### config.mk
export PLATFORM = sky130hd
export DESIGN_NAME = adder_err_monitor_flat
export DESIGN_NICKNAME = d
export VERILOG_FILES = /design/src/rtl/adder_err_monitor_pkg.sv /design/src/rtl/adder_err_monitor_if.sv /design/src/rtl/adder_err_monitor_calc.sv /design/src/rtl/adder_err_monitor.sv /design/src/flat_wrapper.sv
export SDC_FILE = /design/constraint.sdc
export NUM_CORES = 1
export LEC_CHECK = 0
export BUFFER_PORTS_ARGS = -buffer_cell sky130_fd_sc_hd__buf_2
export CORE_AREA = 2 2 78 135
export DETAILED_ROUTE_END_ITERATION = 7
export DIE_AREA = 0 0 80 137
export PLACE_DENSITY = 0.82
export SLEW_MARGIN = 20
export SYNTH_ARGS = -nofsm -noshare
export SYNTH_HDL_FRONTEND = slang
export SYNTH_SLANG_ARGS = --single-unit
export TNS_END_PERCENT = 5
### constraint.sdc
create_clock -name clk -period 2.3 [get_ports clk]
set_clock_uncertainty 0.2 [all_clocks]
set_input_delay 0.115 -clock clk [delete_from_list [all_inputs] [get_ports clk]]
set_output_delay 0.115 -clock clk [all_outputs]
set_load 0.05 [all_outputs]
### src/rtl/adder_err_monitor_pkg.sv
// ============================================================================
//  Module   : adder_err_pkg
//  Purpose  : Shared types and width helpers for the adder error monitor.
//             Holds the FSM state enum, the S2 pipeline entry and default
//             widths. The pipeline entry is sized from OP_W, so the monitor
//             must be built with W == OP_W.
//  Options  : ERR_MON_HIST_EN (adds an |err| histogram output)
//  Revision : 1.0 - initial release
// ============================================================================
`default_nettype none

package adder_err_pkg;

    localparam int OP_W      = 2;
    localparam int DEF_ET    = 2;
    localparam int DEF_CNT_W = 16;
    localparam int SUM_W     = OP_W + 1;

    typedef enum logic [1:0] {
        RUN    = 2'd0,
        DRAIN  = 2'd1,
        FROZEN = 2'd2
    } state_e;

    typedef struct packed {
        logic [OP_W-1:0]  a;
        logic [OP_W-1:0]  b;
        logic [SUM_W-1:0] approx;
        logic [SUM_W-1:0] err;
        logic             viol;
        logic             valid;
    } pipe_entry_t;

    function automatic int sum_w(input int w);
        return w + 1;
    endfunction

    // Wide enough for (2^cnt_w - 1) samples of the largest |err|.
    function automatic int err_sum_w(input int w, input int cnt_w);
        return cnt_w + w + 1;
    endfunction

    function automatic int viol_w(input int w);
        return 3 * w + 1;
    endfunction

    function automatic int hist_bins(input int w);
        return 1 << (w + 1);
    endfunction

endpackage

`default_nettype wire

### src/rtl/adder_err_monitor_if.sv
// ============================================================================
//  Module   : adder_err_monitor_if
//  Purpose  : Sample handshake and statistics bus of the adder error monitor.
//             master = sample source / statistics reader, slave = monitor.
//  Options  : ERR_MON_HIST_EN (adds err_hist)
//  Revision : 1.0 - initial release
// ============================================================================
`default_nettype none

interface adder_err_monitor_if
    import adder_err_pkg::*;
#(
    parameter int W     = OP_W,
    parameter int CNT_W = DEF_CNT_W
);
    logic                            clear;
    logic                            in_valid;
    logic                            in_ready;
    logic [W-1:0]                    in_a;
    logic [W-1:0]                    in_b;
    logic [sum_w(W)-1:0]             in_approx;
    logic [CNT_W-1:0]                sample_cnt;
    logic [CNT_W-1:0]                viol_cnt;
    logic [sum_w(W)-1:0]             max_err;
    logic [err_sum_w(W, CNT_W)-1:0]  err_sum;
    logic                            viol_pulse;
    logic [viol_w(W)-1:0]            last_viol;
    logic                            done;
`ifdef ERR_MON_HIST_EN
    logic [hist_bins(W)*CNT_W-1:0]   err_hist;

    modport master (
        output clear, in_valid, in_a, in_b, in_approx,
        input  in_ready, sample_cnt, viol_cnt, max_err, err_sum,
               viol_pulse, last_viol, done, err_hist
    );
    modport slave (
        input  clear, in_valid, in_a, in_b, in_approx,
        output in_ready, sample_cnt, viol_cnt, max_err, err_sum,
               viol_pulse, last_viol, done, err_hist
    );
`else
    modport master (
        output clear, in_valid, in_a, in_b, in_approx,
        input  in_ready, sample_cnt, viol_cnt, max_err, err_sum,
               viol_pulse, last_viol, done
    );
    modport slave (
        input  clear, in_valid, in_a, in_b, in_approx,
        output in_ready, sample_cnt, viol_cnt, max_err, err_sum,
               viol_pulse, last_viol, done
    );
`endif

endinterface

`default_nettype wire

### src/rtl/adder_err_monitor_calc.sv
// ============================================================================
//  Module   : adder_err_calc
//  Purpose  : Combinational exact sum, absolute error and threshold check
//             for one operand pair and its approximate sum.
//  Revision : 1.0 - initial release
// ============================================================================
`default_nettype none

module adder_err_calc #(
    parameter int W  = 2,
    parameter int ET = 2
) (
    input  wire logic [W-1:0] a_i,
    input  wire logic [W-1:0] b_i,
    input  wire logic [W:0]   approx_i,
    output logic      [W:0]   exact_o,
    output logic      [W:0]   err_o,
    output logic              viol_o
);
    localparam logic [W:0] C_ET = (W + 1)'(ET);

    // Exact sum is one bit wider than the operands, so it cannot overflow.
    always_comb begin
        exact_o = {1'b0, a_i} + {1'b0, b_i};
        if (approx_i >= exact_o) begin
            err_o = approx_i - exact_o;
        end else begin
            err_o = exact_o - approx_i;
        end
        viol_o = (err_o > C_ET);
    end

endmodule

`default_nettype wire

### src/rtl/adder_err_monitor.sv
// ============================================================================
//  Module   : adder_err_monitor
//  Purpose  : Three-stage error monitor for an approximate 2-operand adder.
//             S1 captures the sample, S2 computes |err| and the violation
//             flag, S3 retires into the running statistics. After
//             2^CNT_W-1 accepted samples the block drains and freezes until
//             a clear, so no statistic can wrap.
//  Options  : ERR_MON_HIST_EN (adds err_hist, one CNT_W counter per |err|)
//  Revision : 1.0 - initial release
// ============================================================================
`default_nettype none

module adder_err_monitor
    import adder_err_pkg::*;
#(
    parameter int W     = OP_W,
    parameter int ET    = DEF_ET,
    parameter int CNT_W = DEF_CNT_W
) (
    input wire logic           clk,
    input wire logic           rst_n,
    adder_err_monitor_if.slave bus
);
    localparam int               C_SUM_W  = sum_w(W);
    localparam int               C_ESUM_W = err_sum_w(W, CNT_W);
    localparam int               C_VIOL_W = viol_w(W);
    localparam logic [CNT_W-1:0] C_ACC_LAST = {{(CNT_W-1){1'b1}}, 1'b0};

    state_e               state_q;
    logic [CNT_W-1:0]     acc_cnt_q;
    logic                 done_q;

    logic                 s1_valid_q;
    logic [W-1:0]         s1_a_q;
    logic [W-1:0]         s1_b_q;
    logic [C_SUM_W-1:0]   s1_approx_q;

    pipe_entry_t          s2_d;
    pipe_entry_t          s2_q;
    logic [C_SUM_W-1:0]   w_exact_unused;
    logic [C_SUM_W-1:0]   w_err;
    logic                 w_viol;

    logic [CNT_W-1:0]     sample_cnt_q;
    logic [CNT_W-1:0]     viol_cnt_q;
    logic [C_SUM_W-1:0]   max_err_q;
    logic [C_ESUM_W-1:0]  err_sum_q;
    logic                 viol_pulse_q;
    logic [C_VIOL_W-1:0]  last_viol_q;

    logic                 w_xfer;

    assign bus.in_ready = (state_q == RUN) && !bus.clear;
    assign w_xfer       = bus.in_valid && bus.in_ready;

    // Acceptance FSM: stop accepting at the last countable sample, then
    // freeze once nothing remains ahead of S3. In DRAIN S1 never refills,
    // so an empty S1 means S2 holds at most the final sample, which
    // retires on the same edge that enters FROZEN.
    always_ff @(posedge clk or negedge rst_n) begin
        if (!rst_n) begin
            state_q   <= RUN;
            acc_cnt_q <= '0;
            done_q    <= 1'b0;
        end else if (bus.clear) begin
            state_q   <= RUN;
            acc_cnt_q <= '0;
            done_q    <= 1'b0;
        end else begin
            case (state_q)
                RUN: begin
                    if (w_xfer) begin
                        acc_cnt_q <= acc_cnt_q + CNT_W'(1);
                        if (acc_cnt_q == C_ACC_LAST) begin
                            state_q <= DRAIN;
                        end
                    end
                end
                DRAIN: begin
                    if (!s1_valid_q) begin
                        state_q <= FROZEN;
                        done_q  <= 1'b1;
                    end
                end
                FROZEN: begin
                    state_q <= FROZEN;
                end
                default: begin
                    state_q <= RUN;
                    done_q  <= 1'b0;
                end
            endcase
        end
    end

    // S1: capture the transferred sample.
    always_ff @(posedge clk or negedge rst_n) begin
        if (!rst_n) begin
            s1_valid_q  <= 1'b0;
            s1_a_q      <= '0;
            s1_b_q      <= '0;
            s1_approx_q <= '0;
        end else if (bus.clear) begin
            s1_valid_q  <= 1'b0;
        end else begin
            s1_valid_q <= w_xfer;
            if (w_xfer) begin
                s1_a_q      <= bus.in_a;
                s1_b_q      <= bus.in_b;
                s1_approx_q <= bus.in_approx;
            end
        end
    end

    adder_err_calc #(
        .W  (W),
        .ET (ET)
    ) u_calc (
        .a_i      (s1_a_q),
        .b_i      (s1_b_q),
        .approx_i (s1_approx_q),
        .exact_o  (w_exact_unused),
        .err_o    (w_err),
        .viol_o   (w_viol)
    );

    // Assemble the S2 entry from S1 and the error calculation.
    always_comb begin
        s2_d        = '0;
        s2_d.a      = s1_a_q;
        s2_d.b      = s1_b_q;
        s2_d.approx = s1_approx_q;
        s2_d.err    = w_err;
        s2_d.viol   = w_viol;
        s2_d.valid  = s1_valid_q;
    end

    // S2: register error and violation flag.
    always_ff @(posedge clk or negedge rst_n) begin
        if (!rst_n) begin
            s2_q <= '0;
        end else if (bus.clear) begin
            s2_q <= '0;
        end else begin
            s2_q <= s2_d;
        end
    end

    // S3: retire the S2 entry into the statistics.
    always_ff @(posedge clk or negedge rst_n) begin
        if (!rst_n) begin
            sample_cnt_q <= '0;
            viol_cnt_q   <= '0;
            max_err_q    <= '0;
            err_sum_q    <= '0;
            viol_pulse_q <= 1'b0;
            last_viol_q  <= '0;
        end else if (bus.clear) begin
            sample_cnt_q <= '0;
            viol_cnt_q   <= '0;
            max_err_q    <= '0;
            err_sum_q    <= '0;
            viol_pulse_q <= 1'b0;
            last_viol_q  <= '0;
        end else begin
            viol_pulse_q <= s2_q.valid && s2_q.viol;
            if (s2_q.valid) begin
                sample_cnt_q <= sample_cnt_q + CNT_W'(1);
                err_sum_q    <= err_sum_q + C_ESUM_W'(s2_q.err);
                if (s2_q.err > max_err_q) begin
                    max_err_q <= s2_q.err;
                end
                if (s2_q.viol) begin
                    viol_cnt_q  <= viol_cnt_q + CNT_W'(1);
                    last_viol_q <= {s2_q.a, s2_q.b, s2_q.approx};
                end
            end
        end
    end

    assign bus.sample_cnt = sample_cnt_q;
    assign bus.viol_cnt   = viol_cnt_q;
    assign bus.max_err    = max_err_q;
    assign bus.err_sum    = err_sum_q;
    assign bus.viol_pulse = viol_pulse_q;
    assign bus.last_viol  = last_viol_q;
    assign bus.done       = done_q;

`ifdef ERR_MON_HIST_EN
    localparam int C_BINS = hist_bins(W);

    logic [CNT_W-1:0] hist_q [C_BINS];

    // One counter per possible |err| value, bumped at S3 retire.
    always_ff @(posedge clk or negedge rst_n) begin
        if (!rst_n) begin
            for (int i = 0; i < C_BINS; i++) begin
                hist_q[i] <= '0;
            end
        end else if (bus.clear) begin
            for (int i = 0; i < C_BINS; i++) begin
                hist_q[i] <= '0;
            end
        end else if (s2_q.valid) begin
            hist_q[s2_q.err] <= hist_q[s2_q.err] + CNT_W'(1);
        end
    end

    for (genvar gi = 0; gi < C_BINS; gi++) begin : g_hist_bin
        assign bus.err_hist[gi*CNT_W +: CNT_W] = hist_q[gi];
    end
`endif

endmodule

`default_nettype wire

### src/flat_wrapper.sv
// flat-port wrapper written by rule: the top's interface ports become plain ports
module adder_err_monitor_flat import adder_err_pkg::*;
#(
    parameter int W     = OP_W,
    parameter int ET    = DEF_ET,
    parameter int CNT_W = DEF_CNT_W
)
  (clk, rst_n, bus_clear, bus_in_valid, bus_in_a, bus_in_b, bus_in_approx, bus_in_ready, bus_sample_cnt, bus_viol_cnt, bus_max_err, bus_err_sum, bus_viol_pulse, bus_last_viol, bus_done);
  adder_err_monitor_if #(.W(W), .CNT_W(CNT_W)) bus_i ();
  input wire logic clk;
  input wire logic rst_n;
  input wire logic [$bits(bus_i.clear)-1:0] bus_clear;
  input wire logic [$bits(bus_i.in_valid)-1:0] bus_in_valid;
  input wire logic [$bits(bus_i.in_a)-1:0] bus_in_a;
  input wire logic [$bits(bus_i.in_b)-1:0] bus_in_b;
  input wire logic [$bits(bus_i.in_approx)-1:0] bus_in_approx;
  output wire logic [$bits(bus_i.in_ready)-1:0] bus_in_ready;
  output wire logic [$bits(bus_i.sample_cnt)-1:0] bus_sample_cnt;
  output wire logic [$bits(bus_i.viol_cnt)-1:0] bus_viol_cnt;
  output wire logic [$bits(bus_i.max_err)-1:0] bus_max_err;
  output wire logic [$bits(bus_i.err_sum)-1:0] bus_err_sum;
  output wire logic [$bits(bus_i.viol_pulse)-1:0] bus_viol_pulse;
  output wire logic [$bits(bus_i.last_viol)-1:0] bus_last_viol;
  output wire logic [$bits(bus_i.done)-1:0] bus_done;
  assign bus_i.clear = bus_clear;
  assign bus_i.in_valid = bus_in_valid;
  assign bus_i.in_a = bus_in_a;
  assign bus_i.in_b = bus_in_b;
  assign bus_i.in_approx = bus_in_approx;
  assign bus_in_ready = bus_i.in_ready;
  assign bus_sample_cnt = bus_i.sample_cnt;
  assign bus_viol_cnt = bus_i.viol_cnt;
  assign bus_max_err = bus_i.max_err;
  assign bus_err_sum = bus_i.err_sum;
  assign bus_viol_pulse = bus_i.viol_pulse;
  assign bus_last_viol = bus_i.last_viol;
  assign bus_done = bus_i.done;
  adder_err_monitor #(.W(W), .ET(ET), .CNT_W(CNT_W)) u_core (.clk(clk), .rst_n(rst_n), .bus(bus_i));
endmodule
==> out/results.ini, run 1 <==
[status]
violations = negative setup slack
outcome = complete, but fails checks

[layout]
design_area_mm2 = 0.00594
mostFrequentLayoutCells = dfrtp_1, nor2_1, buf_2
final_common_cell = dfrtp_1
area_delta_synth_final_pct = 20.7
nets = 604
fillers = 839
antenna_cells = 0
final_util = 0.603
final_cells = 697
layout-drive-gt1-share = 0.227

[die]
core_area_mm2 = 0.00985
die_h_um = 137
rows = 48
io_pins = 75
die_area_mm2 = 0.0110
fp.dieW_um = 80
start_util = 0.499

[routing]
wl_per_cell_um = 14.4
firstDrtPassIters = 4
wl_um = 10000
drc = 0
num_vias = 3734
postRouteAntennaNets = 0
vias_per_cell = 5.36
drt_iter0_drc = 215

[min_path]
hold_path_class = in -> reg
worstHoldStart = bus_in_valid
min_to = u_core.acc_cnt_q[2]
timing.hold.worst_path_depth = 4

[power]
cellPowerDensity_mw_per_mm2 = 669
swShare = 0.275
ir_drop_uv = 389
power.leakage_nw = 2.82
p_sw_mw = 1.09
finalPower_mw = 3.97
pwr-share-comb = 0.173
power_frac_clock = 0.344
seqPwrFrac = 0.483
p_int_mw = 2.88

[logic_synthesis]
synthSimpleGateAreaFrac = 0.216
ys_seq_area_frac = 0.514
synth_nets = 513
synth_compound_area_frac = 0.0468
synth_top_family_by_area = simple AND/OR/NAND/NOR gates
ys_ff_latch = 101
synth_cell_types = 41
synth_edf_count = 0
syn_inst = 478
synthArstFlopShare = 1.00
synthAdderAreaFrac = 0.0671
syn-cell-area_mm2 = 0.00492
synthXorXnorAreaFrac = 0.0997
synth-main-ff-cell = dfrtp_1
synth_mux_area_frac = 0.0277
avgSynthCellArea_um2 = 10.3
yosys_warnings = 0

[sta]
finalSetupViolCount = 3
timing.final.crit_share = 1.09
drv_slew = 0
min_period_ns = 2.50
layout_setup_ws_ns = -0.199
hold_viol = 0
tightest_slew_ns = 0.570
relSlewSlack = 0.617
max_freq_mhz = 400
tns_ns = -0.399
rsz0062_at_grt = true

[global_routing]
grt_max_degree = 95
grt_use_total = 0.193
grt_pass1_vias = 3766
grt_antenna_before_repair = 0
grt-ovfl-total = 0
grt_pass1_wl_um = 16900

[placed_design]
placed_area_mm2 = 0.00549
placedCellCount = 671
dp_hpwl_um = 7020
place.gp.congestion = 0.805
io_buffers = 74

[setup_path]
critical_path.max_stage_delay_ns = 0.58
cp_slowest_cell = fa_2
end_kind = flop
cp.arrival_ns = 2.52
critical_path_class = reg -> reg
cp.required_ns = 2.32
path_buf_inv = 0
cp-start-kind = flop
reg2regPathDepth = 7
r2r_setup_slack_ns = -0.20
worstPathCellList = ha_2 -> fa_2 -> ha_4 -> a211oi_4 -> mux2i_1 -> a211oi_2 -> a21o_1
worstPathMaxFanout = 3
reg2reg_to = u_core.s2_q[1]
r2r-start = u_core.s1_b_q[0]
crit_family = adder cells

[clocking]
cts_sinks = 101
cts_inserted_buffers = 9
clockBufferDepth = 2
root_buffer = clkbuf_16
htree_levels = 3
clk-insertion-delay-late_ns = 0.34
clk_pin_slew_ns = 0.06
cts_tree = done

[flow_run]
drv_cap = 0

==> tightest hold or removal path, delay by kind of cell <==
| family | cells | cell delay (ns) |
|---|---|---|
| AND/OR/NAND/NOR | 2 | 0.19 |
| XOR/XNOR | 1 | 0.07 |
| buffers and inverters | 1 | 0.12 |
==> per-stage QoR <==
stage,worst slack (ns),hold slack (ns)
detailed placement,-0.261,-0.189
global placement,-0.124,-0.190
global route,-0.252,0.0339
floorplan,-0.0622,-0.381
CTS,-0.241,0.00313
finish,-0.199,0.0124
==> synth_stat cells (all sizes together), types with 3 or more instances <==
cell type	instances	area (um^2)
dfrtp	101	2530
nor2	80	305
nand2	47	176
xor2	35	307
xnor2	21	184
ha	20	250
inv	17	63.8
a21oi	16	91.3
nand3	16	80.1
nand4	16	106
clkbuf	13	48.8
nor2b	11	68.8
nor3	10	65.1
mux2i	8	80.1
o21ai	8	40.0
and3	7	43.8
and4	6	52.6
or3	6	37.5
buf	5	28.8
mux2	5	56.3
a211oi	4	30.0
fa	4	80.1
nor3b	4	35.0
a21o	3	22.5
and2	3	18.8
==> timing repair <==
| item | in CTS | in global routing |
|---|---|---|
| setup endpoints to repair | 3 | 4 |
| pin swaps | 3 | 5 |
| gates cloned | 0 | 0 |
| hold endpoints to repair | 109 | 0 |
| gates resized for setup | 9 | 5 |
| setup buffers | 1 | 0 |
| hold buffers | 11 | 0 |
==> power by group through the flow <==
stage | Combinational [mW] | Clock [mW] | Sequential (mW)
finish | 0.688 | 1.37 | 1.92
detailed placement | 0.582 | 0 | 1.95
CTS | 0.667 | 1.40 | 1.92
global placement | 0.534 | 0 | 1.94
global route | 0.765 | 1.46 | 1.93
floorplan | 0.357 | 0 | 1.97
==> routing by layer <==
metal	GRT usage	vias up	wire (um)
li1	-	1767	-
met1	0.221	1869	3930
met2	0.345	80	5560
met3	0.0303	18	329
met4	0.0932	0	216
met5	0	-	0
==> cells by family (layout without fill, tap and decap cells) <==
kind of cell | count (synthesis) | count (layout)
AO/OA/AOI/OAI | 37 | 37
XOR/XNOR | 56 | 56
adder cells (fa/ha/maj) | 24 | 24
buffers and inverters | 35 | 129
flip-flops | 101 | 101
multiplexers | 13 | 13
AND/OR/NAND/NOR | 212 | 212
==> area by class of cell <==
type	instances	area, um^2	share of cell area
inverter	17	63.8	0.0108
timing repair buffer	98	606	0.102
clock inverter	5	37.5	0.00632
sequential	101	2530	0.426
multi-input combinational	342	2320	0.391
tap	125	156	0.0263
clock buffer	9	225	0.0379
==> state kept, by name, summed over array words and instances (netlist names) <==
name                   cells
u_core.bus.err_sum        19
u_core.bus.viol_pulse      1
u_core.s1_a_q              2
u_core.bus.viol_cnt       16
u_core.s1_approx_q         3
u_core.bus.done            1
u_core.bus.max_err         3
u_core.acc_cnt_q          16
u_core.s2_q               12
u_core.s1_b_q              2
u_core.state_q             2
u_core.s1_valid_q          1
u_core.bus.sample_cnt     16
u_core.bus.last_viol       7
==> worst max path at each step <==
stage / start / to / slack (ns) / cells past startpoint
2_1_floorplan: u_core.s1_b_q[0] / u_core.s2_q[1] / -0.06 / 8
3_3_place_gp: u_core.s1_b_q[0] / u_core.s2_q[1] / -0.12 / 8
3_5_place_dp: u_core.s1_b_q[0] / u_core.s2_q[1] / -0.26 / 8
4_1_cts: u_core.s1_b_q[0] / u_core.s2_q[1] / -0.24 / 7
5_1_grt: u_core.s1_b_q[0] / u_core.s2_q[1] / -0.25 / 7
6_report: u_core.s1_b_q[0] / u_core.s2_q[1] / -0.20 / 7
Power figures use the tool's default switching activity.
==> inputs of run 2 (changes only) <==
- CORE_AREA: 2 2 78 135 -> 2 2 71 124
- DIE_AREA: 0 0 80 137 -> 0 0 73 126
- GPL_TIMING_DRIVEN: default -> 0
- PLACE_DENSITY: 0.82 -> 0.91
- SKIP_LAST_GASP: default -> 1
- clock period: 2.3 -> 3.1 ns (I/O delays scaled with it)
==> run 2 against run 1 <==
Compared with the run above:
- the flow now finishes without violations
- critical path type unchanged
- count of clock-buffer cells in the layout grew 1
- core utilization grew 11 points
- sequential share of layout area grew 0.85 points
- setup slack gained 0.64 ns
- via count grew 2.3%
- critical endpoint unchanged
- cell area shrank 2.0%
- sequential power shrank 26%
==> out/results.ini, run 2 (synthesis results as in run 1) <==
[sta]
layout_setup_ws_ns = 0.442
rsz0062_at_grt = false
hold_viol = 0
holdWs_ns = 0.0406
tightest_slew_ns = 0.753
timing.final.crit_share = 0.857
max_freq_mhz = 376
relSlewSlack = 0.494
drv_slew = 0
tns_ns = 0
finalSetupViolCount = 0
min_period_ns = 2.66

[status]
outcome = finished clean

[power]
swShare = 0.267
power_frac_clock = 0.377
pwr-share-comb = 0.141
cellPowerDensity_mw_per_mm2 = 507
ir_drop_uv = 315
p_int_mw = 2.16
seqPwrFrac = 0.482
p_sw_mw = 0.787
power.leakage_nw = 2.81

[clocking]
clk-insertion-delay-late_ns = 0.35
cts_inserted_buffers = 9
htree_levels = 3
cts_tree = done
cts_sinks = 101
clockBufferDepth = 2
root_buffer = clkbuf_16
cts_resized = 0
clk_pin_slew_ns = 0.07

[die]
fp.dieW_um = 73
die_h_um = 126
start_util = 0.600
die_area_mm2 = 0.00920
io_pins = 75
core_area_mm2 = 0.00820
rows = 44

[setup_path]
end_kind = flop
cp-start-kind = flop
cp.required_ns = 3.19
r2r_setup_slack_ns = 0.44
critical_path_class = reg -> reg
reg2reg_to = u_core.s2_q[1]
cp.arrival_ns = 2.74
worstPathCellList = ha_1 -> fa_1 -> inv_1 -> ha_1 -> a211oi_1 -> mux2i_1 -> a211oi_1 -> a21o_1
critical_path.max_stage_delay_ns = 0.59
reg2regPathDepth = 8
endpoint = u_core.s2_q[1]
cp_slowest_cell = fa_1
r2r-start = u_core.s1_b_q[0]
critPathLaunch = u_core.s1_b_q[0]
worstPathMaxFanout = 3

[placed_design]
post-place-ws_ns = 0.506
io_buffers = 73
dp_hpwl_um = 7710
place.gp.congestion = 0.835

[routing]
wl_per_cell_um = 16.0
wl_um = 10700
drt_iter0_drc = 276
postRouteAntennaNets = 0
firstDrtPassIters = 5
num_vias = 3819
vias_per_cell = 5.71
drc = 0

[global_routing]
grt_use_total = 0.251
grt_max_degree = 77
grt_pass1_wl_um = 18100
grt-ovfl-total = 0
grt_antenna_before_repair = 0
grt_pass1_vias = 3871

[flow_run]
drv_cap = 0

[layout]
layout-drive-gt1-share = 0.185
area_delta_synth_final_pct = 18.2
final_common_cell = dfrtp_1
mostFrequentLayoutCells = dfrtp_1, nor2_1, buf_2
antenna_cells = 0
nets = 607
final_util = 0.709
fillers = 565
largest_reg_flops = 19

[min_path]
hold_path_class = in -> async

-- run 2: metal layers --
layer	vias to the layer above	track usage	routed length [um]
met4	0	0.125	380
li1	1785	-	-
met2	99	0.411	5780
met1	1909	0.308	4060
met3	26	0.0512	453
met5	-	0	0
-- run 2: cell type report --
| type | count | area, um^2 | share of cell area |
|---|---|---|---|
| clock inverter | 6 | 63.8 | 0.0110 |
| buffer | 18 | 77.6 | 0.0133 |
| sequential | 101 | 2530 | 0.435 |
| timing repair buffer | 83 | 489 | 0.0841 |
| tap | 92 | 115 | 0.0198 |
| multi-input combinational | 342 | 2250 | 0.387 |
| inverter | 17 | 63.8 | 0.0110 |
| clock buffer | 10 | 229 | 0.0394 |
-- run 2: power by group through the flow --
stage          Clock, mW  Sequential (mW)  Combinational (mW)
3_3_place_gp           0             1.44               0.373
3_5_place_dp           0             1.44               0.406
5_1_grt             1.19             1.42               0.470
4_1_cts             1.12             1.42               0.422
2_1_floorplan          0             1.46               0.258
6_report            1.11             1.42               0.417
-- run 2: repair_timing --
item	in CTS	in global routing
setup buffers	0	0
hold buffers	9	0
endpoints found under the hold margin	110	0
-- run 2: critical path, delay by kind of cell, from the launching register on --
kind	cells	cell delay (ns)
mux	1	0.14
fa+ha+maj	3	1.01
buf+inv	1	0.11
flops	1	0.40
compound gates	3	0.75
-- run 2: how the worst min path moves through the flow --
| stage | startpoint | cells after the start | slack [ns] | endpoint |
|---|---|---|---|---|
| after floorplan | rst_n | 0 | -0.34 | u_core.acc_cnt_q[0] |
| after global placement | bus_in_approx[1] | 3 | 0.17 | u_core.s1_approx_q[1] |
| after detailed placement | rst_n | 1 | -0.16 | u_core.acc_cnt_q[10] |
| after CTS | rst_n | 2 | 0.04 | u_core.acc_cnt_q[11] |
| after global routing | rst_n | 2 | 0.07 | u_core.acc_cnt_q[11] |
| final | rst_n | 2 | 0.04 | u_core.bus.err_sum[12] |
-- run 2: per-stage QoR --
step           area (um^2)  instances  power (mW)
2_1_floorplan         4920        478        1.72
3_3_place_gp          5400        643        1.81
3_5_place_dp          5430        644        1.85
4_1_cts               5820        669        2.96
5_1_grt               5820        669        3.08
6_report              5820        669        2.95
==> inputs of run 3 (changes only) <==
- HOLD_SLACK_MARGIN: default -> 0.12
==> run 3 against run 2 <==
Compared with the run above:
- global-route usage up 0.16 points
- largest cell class unchanged
- die area unchanged
- combinational power up 1%
- via count up 0.10%
- cell area up 0.69%
- first-iteration DRC count up 0.72%
- wire length up 0.65%
- clock power about the same
- sequential share of layout area down 0.30 points
- non-clock buffer count up 3
==> out/results.ini, run 3 (synthesis results as in run 1) <==
[status]
outcome = finished clean

[die]
io_pins = 75
die_area_mm2 = 0.00920
core_area_mm2 = 0.00820
rows = 44
start_util = 0.600
die_h_um = 126
fp.dieW_um = 73

[global_routing]
grt_antenna_before_repair = 0
grt_use_total = 0.253
grt_pass1_wl_um = 18200
grt_pass1_vias = 3900
grt-ovfl-total = 0
grt_max_degree = 77

[clocking]
cts_tree = done
cts_sinks = 101
clockBufferDepth = 2
htree_levels = 3
clk_pin_slew_ns = 0.07
post_cts.repair.setup_buffers = 0
root_buffer = clkbuf_16
cts_inserted_buffers = 9
clk-insertion-delay-late_ns = 0.35

[sta]
hold_viol = 0
tns_ns = 0
timing.final.crit_share = 0.856
holdWs_ns = 0.298
rsz0062_at_grt = false
finalSetupViolCount = 0
layout_setup_ws_ns = 0.447
min_period_ns = 2.65
relSlewSlack = 0.502
tightest_slew_ns = 0.742
drv_slew = 0
max_freq_mhz = 377

[layout]
area_delta_synth_final_pct = 19.0
largest_reg_flops = 19
layout-drive-gt1-share = 0.186
nets = 610
final_common_cell = dfrtp_1
final_cells = 672
antenna_cells = 0
mostFrequentLayoutCells = dfrtp_1, nor2_1, buf_2

[placed_design]
io_buffers = 73
placedCellCount = 644
post-place-ws_ns = 0.506
dp_hpwl_um = 7710
place.gp.congestion = 0.835

[routing]
drt_iter0_drc = 278
num_vias = 3823
drc = 0
postRouteAntennaNets = 0
vias_per_cell = 5.69
firstDrtPassIters = 4
wl_per_cell_um = 16.0
wl_um = 10700

[setup_path]
critical_path_class = reg -> reg
worstPathMaxFanout = 3
cp-start-kind = flop
cp.required_ns = 3.19
end_kind = flop
cp.arrival_ns = 2.74

[min_path]
hold_path_class = reg -> reg

[power]
ir_drop_uv = 319
power.leakage_nw = 2.82
cellPowerDensity_mw_per_mm2 = 506
finalPower_mw = 2.96

[flow_run]
drv_cap = 0

-- run 3: cell count changes in the layout (fill, tap and decap cells not counted) --
cell,before,now
buf_12,0,1
dlygate4sd3_1,9,11
-- run 3: worst max-delay path: stages (launching register included) --
cell	delay [ns]
dfrtp_1	0.40
ha_1	0.23
fa_1	0.59
inv_1	0.11
ha_1	0.19
a211oi_1	0.29
mux2i_1	0.13
a211oi_1	0.33
a21o_1	0.13
-- run 3: repair_timing --
action,4_1_cts,5_1_grt
hold buffers,12,0
gates resized for setup,0,0
hold endpoints to repair,114,0
setup endpoints to repair,0,0
-- run 3: routing by layer --
metal | vias to the layer above | part of all wire | global-route usage
li1 | 1786 | - | -
met1 | 1933 | 0.39 | 0.310
met2 | 81 | 0.55 | 0.417
met3 | 23 | 0.033 | 0.0512
met4 | 0 | 0.030 | 0.120
met5 | - | 0 | 0
-- run 3: path summary, 6_finish.rpt --
path	startpoint	to	slack [ns]	cells past startpoint
worst max-delay path	u_core.s1_b_q[0]	u_core.s2_q[1]	0.45	8
worst min-delay path	u_core.s2_q[9]	u_core.bus.last_viol[4]	0.30	2
worst max register to register	u_core.s1_b_q[0]	u_core.s2_q[1]	0.45	8
worst min register to register	u_core.s2_q[9]	u_core.bus.last_viol[4]	0.30	2
max in group asynchronous	rst_n	u_core.s1_approx_q[1]	1.66	4
min in group asynchronous	rst_n	u_core.bus.err_sum[12]	0.65	4
-- run 3: cell type report --
cell class | count | area [um^2]
tap | 92 | 115
sequential | 101 | 2530
multi-input combinational | 342 | 2250
fill | 562 | 2350
timing repair buffer | 86 | 529
buffer | 18 | 77.6
inverter | 17 | 63.8
clock inverter | 6 | 63.8
clock buffer | 10 | 229
-- run 3: where the power goes --
part           internal, mW  switching [mW]
Sequential             1.37          0.0482
Combinational         0.170           0.252
Clock                 0.624           0.495
Total                  2.17           0.795
-- run 3: stage by stage --
step	instance area (um^2)	util
after floorplan	4920	-
after global placement	5400	0.658
after detailed placement	5430	0.662
after CTS	5860	0.714
after global routing	5860	0.714
final	5860	0.714
